<file path="src/rtl/tcam_ctrl_pkg.sv">
// Shared types and helpers for the TCAM column-write controller.
// Holds the FSM state encoding, the default geometry and the ternary match rule.
package tcam_ctrl_pkg;

  localparam int DEF_ADDR_WIDTH = 8;
  localparam int DEF_DATA_WIDTH = 32;
  localparam int DEF_NUM_WMASKS = 4;
  // Widest query the match helper handles; narrower operands are zero-extended.
  localparam int MATCH_WIDTH    = 32;

  typedef enum logic [1:0] {
    IDLE = 2'd0,
    RD   = 2'd1,
    WR   = 2'd2,
    DONE = 2'd3
  } state_t;

  // A row matches when every cared-for bit of the row address equals the key.
  // Deleting clears the entry bit unconditionally.
  function automatic logic match_bit(input logic                   del,
                                     input logic [MATCH_WIDTH-1:0] addr,
                                     input logic [MATCH_WIDTH-1:0] key,
                                     input logic [MATCH_WIDTH-1:0] care);
    return !del && (((addr ^ key) & care) == '0);
  endfunction

endpackage

</file>
<file path="src/rtl/tcam_sram_wr_ctrl.sv">
// Rewrites one TCAM entry (an SRAM bit column) by read-modify-write over every
// row address, so that a row holds a 1 exactly where the row address matches the key.
module tcam_sram_wr_ctrl
  import tcam_ctrl_pkg::*;
#(
  parameter int ADDR_WIDTH = DEF_ADDR_WIDTH,
  parameter int DATA_WIDTH = DEF_DATA_WIDTH,
  parameter int NUM_WMASKS = DEF_NUM_WMASKS
) (
  input  logic                          clk0,
  input  logic                          rstb0,
  input  logic                          req_valid,
  output logic                          req_ready,
  input  logic                          req_del,
  input  logic [$clog2(DATA_WIDTH)-1:0] req_entry,
  input  logic [ADDR_WIDTH-1:0]         req_key,
  input  logic [ADDR_WIDTH-1:0]         req_care,
  output logic                          busy,
  output logic                          done,
  output logic                          csb0,
  output logic                          web0,
  output logic [NUM_WMASKS-1:0]         wmask0,
  output logic [ADDR_WIDTH-1:0]         addr0,
  output logic [DATA_WIDTH-1:0]         din0,
  input  logic [DATA_WIDTH-1:0]         dout0
);

  localparam int EW = $clog2(DATA_WIDTH);
  localparam logic [ADDR_WIDTH-1:0] LAST_ROW = '1;

  state_t                state;
  logic [ADDR_WIDTH-1:0] cnt;
  logic [EW-1:0]         entry_q;
  logic [ADDR_WIDTH-1:0] key_q;
  logic [ADDR_WIDTH-1:0] care_q;
  logic                  del_q;
  logic [DATA_WIDTH-1:0] bit_sel;
  logic                  match;

  // NOTE: all state and registered outputs use non-blocking assignments so every
  // register samples pre-edge values regardless of statement order.
  always_ff @(posedge clk0 or negedge rstb0) begin
    if (!rstb0) begin
      state     <= IDLE;
      cnt       <= '0;
      entry_q   <= '0;
      key_q     <= '0;
      care_q    <= '0;
      del_q     <= 1'b0;
      req_ready <= 1'b0;
      busy      <= 1'b0;
      done      <= 1'b0;
      csb0      <= 1'b1;
      web0      <= 1'b1;
      wmask0    <= '0;
      addr0     <= '0;
    end else begin
      done <= 1'b0;
      case (state)
        IDLE: begin
          if (req_valid && req_ready) begin
            entry_q   <= req_entry;
            key_q     <= req_key;
            care_q    <= req_care;
            del_q     <= req_del;
            cnt       <= '0;
            state     <= RD;
            req_ready <= 1'b0;
            busy      <= 1'b1;
            csb0      <= 1'b0;
            web0      <= 1'b1;
            addr0     <= '0;
          end else begin
            req_ready <= 1'b1;
          end
        end
        RD: begin
          state  <= WR;
          web0   <= 1'b0;
          wmask0 <= NUM_WMASKS'(1) << (entry_q >> 3);
        end
        WR: begin
          wmask0 <= '0;
          web0   <= 1'b1;
          if (cnt != LAST_ROW) begin
            cnt   <= cnt + ADDR_WIDTH'(1);
            addr0 <= cnt + ADDR_WIDTH'(1);
            state <= RD;
          end else begin
            // Counter is left at the last row; it is cleared on the next accept.
            state <= DONE;
            csb0  <= 1'b1;
            addr0 <= '0;
            done  <= 1'b1;
          end
        end
        DONE: begin
          state     <= IDLE;
          busy      <= 1'b0;
          req_ready <= 1'b1;
        end
        default: state <= IDLE;
      endcase
    end
  end

  // Write data must merge the word read back this cycle, so it is decoded, not registered.
  always_comb begin
    bit_sel = DATA_WIDTH'(1) << entry_q;
    match   = match_bit(del_q, MATCH_WIDTH'(cnt), MATCH_WIDTH'(key_q), MATCH_WIDTH'(care_q));
    din0    = '0;
    if (state == WR) din0 = (dout0 & ~bit_sel) | (match ? bit_sel : '0);
  end

endmodule
</file>
<file path="config.mk">
export PLATFORM = sky130hd
export DESIGN_NAME = tcam_sram_wr_ctrl
export DESIGN_NICKNAME = d
export VERILOG_FILES = /design/src/rtl/tcam_ctrl_pkg.sv /design/src/rtl/tcam_sram_wr_ctrl.sv
export SDC_FILE = /design/constraint.sdc
export NUM_CORES = 1
export LEC_CHECK = 0
export ABC_AREA = 0
export CAP_MARGIN = 30
export CORE_ASPECT_RATIO = 1.2
export CORE_MARGIN = 2
export CORE_UTILIZATION = 52
export DETAILED_ROUTE_END_ITERATION = 16
export DONT_BUFFER_PORTS = 1
export PLACE_DENSITY_LB_ADDON = 0.3
export SYNTH_ARGS = -nofsm -noshare
export SYNTH_HDL_FRONTEND = slang
export SYNTH_SLANG_ARGS = --single-unit
export TNS_END_PERCENT = 5
</file>
<file path="constraint.sdc">
create_clock -name clk0 -period 3.1 [get_ports clk0]
set_input_delay 0.465 -clock clk0 [delete_from_list [all_inputs] [get_ports clk0]]
set_output_delay 0.465 -clock clk0 [all_outputs]
set_load 0.1 [all_outputs]
</file>
==> flow_summary_export.csv <==
group,metric,value,unit
status,status,"completed",
placement,dp.cells,365,
floorplanning,num_io_pins,106,
clock_tree,htreeDepth,2,
route,drc,0,
setup_path,critPathSlowestCell,"dfrtp_1",
sta,fin_skew,0.00863,ns
floorplanning,dieArea,0.00588,mm^2
synthesis,ys_seq_elements,49,
finish,fin_nets,375,
clock_tree,cts_tree,"yes",
grt,grt_first_pass_wirelength,11500,um
synthesis,synth_cell_types,35,
floorplanning,core,0.00519,mm^2
route,routed_wl,7250,um
route,drt_pre_antenna_iters,4,
setup_path,crit_required,2.63,ns
clock_tree,cts_buffers,5,
placement,port_buffers,0,
power,design_power_total,4.65,mW
synthesis,ys_seq_area_frac,0.447,
grt,track_usage,0.247,
sta,max-slew-margin-rel,0.378,
sta,slew_viol_final,0,
setup_path,critPathTopFamily,"compound AO/OA/AOI/OAI gates",
placement,globalplace.congestion,0.836,
sta,hold_slack,0.00121,ns
finish,n_fill_cell,364,
power,powerDensity,1250,mW/mm^2
clock_tree,cts-root-buf,"clkbuf_8",
finish,postLayoutCoreUtil,0.717,
power,peakVddDrop,0.697,mV
synthesis,synth_edf_count,0,
sta,timing.fmax,355,MHz
synthesis,syn_inst,279,
placement,dp_hpwl,5420,um
sta,rsz0062_at_grt,"false",
sta,period_share,0.909,
route,drt_iter0_drc,105,
grt,antenna_found_initial,0,
route,post_drt_wl_per_cell,19.3,um
clock_tree,cts.sinks,49,
grt,grt_max_degree,50,
setup_path,crit_path_end_kind,"output port",
setup_path,cp_max_fo,8,
placement,dpl_cell_area,0.00359,mm^2
finish,drive_above_1_share,0.348,
setup_path,cp_num_buf_inv,3,
route,antenna_left,0,
floorplanning,die_h,83.6,um
grt,grt-ovfl-total,0,
synthesis,avgSynthCellArea,9.84,um^2
finish,post-route-cell-area,0.00372,mm^2
sta,final.setup.tns,0,ns
synthesis,ys_warn_count,0,
setup_path,startpoint_type,"register",
sta,fin_ws,0.283,ns
synthesis,syn_nets,342,
route,via_count,2366,
power,p_leak,1.59,nW
placement,dp_worst_setup_slack,0.0962,ns
sta,hold_viol_final,0,
floorplanning,rows,29,
finish,syn_to_final_growth,35.4,%
clock_tree,insertion_delay,0.30,ns
setup_path,crit_arrival,2.35,ns
setup_path,cp_slowest_stage_delay,0.42,ns
route,routed_via_density,6.31,
sta,min_period,2.82,ns
clock_tree,cts.clk_slew.worst_paths,0.09,ns
clock_tree,clock_path_buffers,2,
finish,final_cells,375,
setup_path,cp_cell_sequence,"inv_1, ha_1, o21ai_0, a221oi_2, nand4_1, buf_4, o22ai_2, buf_12",
finish,antenna_cells,0,
job,max-cap-violations,0,
hold_path,min_path_type,"input pin to async pin",
sta,setup_viol,0,
synthesis,syn_area,0.00275,mm^2
sta,worst_slew_pin_slew,0.933,ns
synthesis,synthFlopType,"dfrtp_1",
grt,grt_pass1_vias,2286,
floorplanning,start_util,0.529,
setup_path,critPathKind,"register to output port",
synthesis,synthArstFlopShare,1.00,
floorplanning,dieWidth,70.3,um
[sequential cells by signal, indices dropped and copies added (netlist names)]
signal / flops
csb0: 1
cnt: 8
wmask0: 4
busy: 1
state: 2
key_q: 8
addr0: 8
req_ready: 1
web0: 1
entry_q: 5
care_q: 8
del_q: 1
done: 1
[path summary, 6_finish.rpt]
check                                 startpoint                     to  slack (ns)  depth (start not counted)
setup / recovery            state[0]$_DFFE_PN0P_               din0[11]        0.28                          8
hold / removal                             rstb0   addr0[4]$_DFFE_PN0P_       0.001                          1
setup reg to reg            state[1]$_DFFE_PN0P_     cnt[2]$_DFFE_PN0P_        0.94                          9
hold reg to reg            care_q[4]$_DFFE_PN0P_  care_q[4]$_DFFE_PN0P_        0.51                          1
max in group asynchronous                  rstb0       csb0$_DFFE_PN1P_        2.83                          1
min in group clk0                     req_key[4]   key_q[4]$_DFFE_PN0P_        0.31                          1
[per-layer routing]
| layer | track usage | part of all wire | wire, um |
|---|---|---|---|
| met2 | 0.401 | 0.50 | 3590 |
| met5 | 0 | 0 | 0 |
| met4 | 0.108 | 0.030 | 221 |
| met1 | 0.302 | 0.41 | 2940 |
| met3 | 0.0749 | 0.068 | 494 |
[cell usage after synthesis, types with 6 or more instances]
cell / number / area [um^2]
mux2_2: 22 / 248
clkbuf_1: 14 / 52.6
nor3_1: 6 / 30.0
ha_1: 6 / 75.1
nand2_1: 19 / 71.3
dfrtp_1: 47 / 1180
inv_1: 11 / 41.3
a21o_1: 10 / 75.1
o22ai_1: 8 / 50.1
xor2_1: 12 / 105
nor2_1: 13 / 48.8
o21ai_0: 36 / 180
o211ai_1: 23 / 173
a21oi_1: 7 / 35.0
[cell usage in the layout, fill, tap and decap left out, drive strengths merged, types with 4 or more instances in the layout]
cell	count
a21o	10
a21oi	7
a22o	4
buf	42
clkbuf	7
dfrtp	47
ha	6
inv	11
mux2	22
nand2	19
nand3	4
nand3b	4
nand4	4
nor2	13
nor3	6
o211ai	23
o21ai	36
o22ai	8
o311ai	4
xor2	12
[cells by family after synthesis]
group                    Yosys count  share of synthesized area
multiplexers                      22                     0.0902
adder cells (fa/ha/maj)            6                     0.0273
buffers and inverters             28                     0.0392
AO/OA/AOI/OAI                     99                      0.239
XOR/XNOR                          14                     0.0446
AND/OR/NAND/NOR                   61                      0.113
flip-flops                        49                      0.447
[where the power goes]
group	total [mW]	internal (mW)	switching [mW]
registers	1.48	0.878	0.598
clock network	0.360	0.160	0.200
logic	2.81	0.988	1.82
total	4.65	2.03	2.62
[layout make-up]
type | instances | area [um^2] | share of cell area
inverter | 12 | 45.0 | 0.0121
timing repair buffer | 42 | 736 | 0.198
clock inverter | 1 | 7.51 | 0.00202
clock buffer | 7 | 76.3 | 0.0205
multi-input combinational | 202 | 1550 | 0.416
tap | 62 | 77.6 | 0.0209
sequential | 49 | 1230 | 0.330
[what timing repair did]
item / in CTS / in global routing
resized for setup: 0 / 1
setup endpoints to repair: 8 / 4
endpoints found under the hold margin: 49 / 0
buffers inserted: 1 / 0
hold buffers: 1 / 0
pin swaps: 1 / 0
Note: power is estimated with default switching activity, not from simulation.
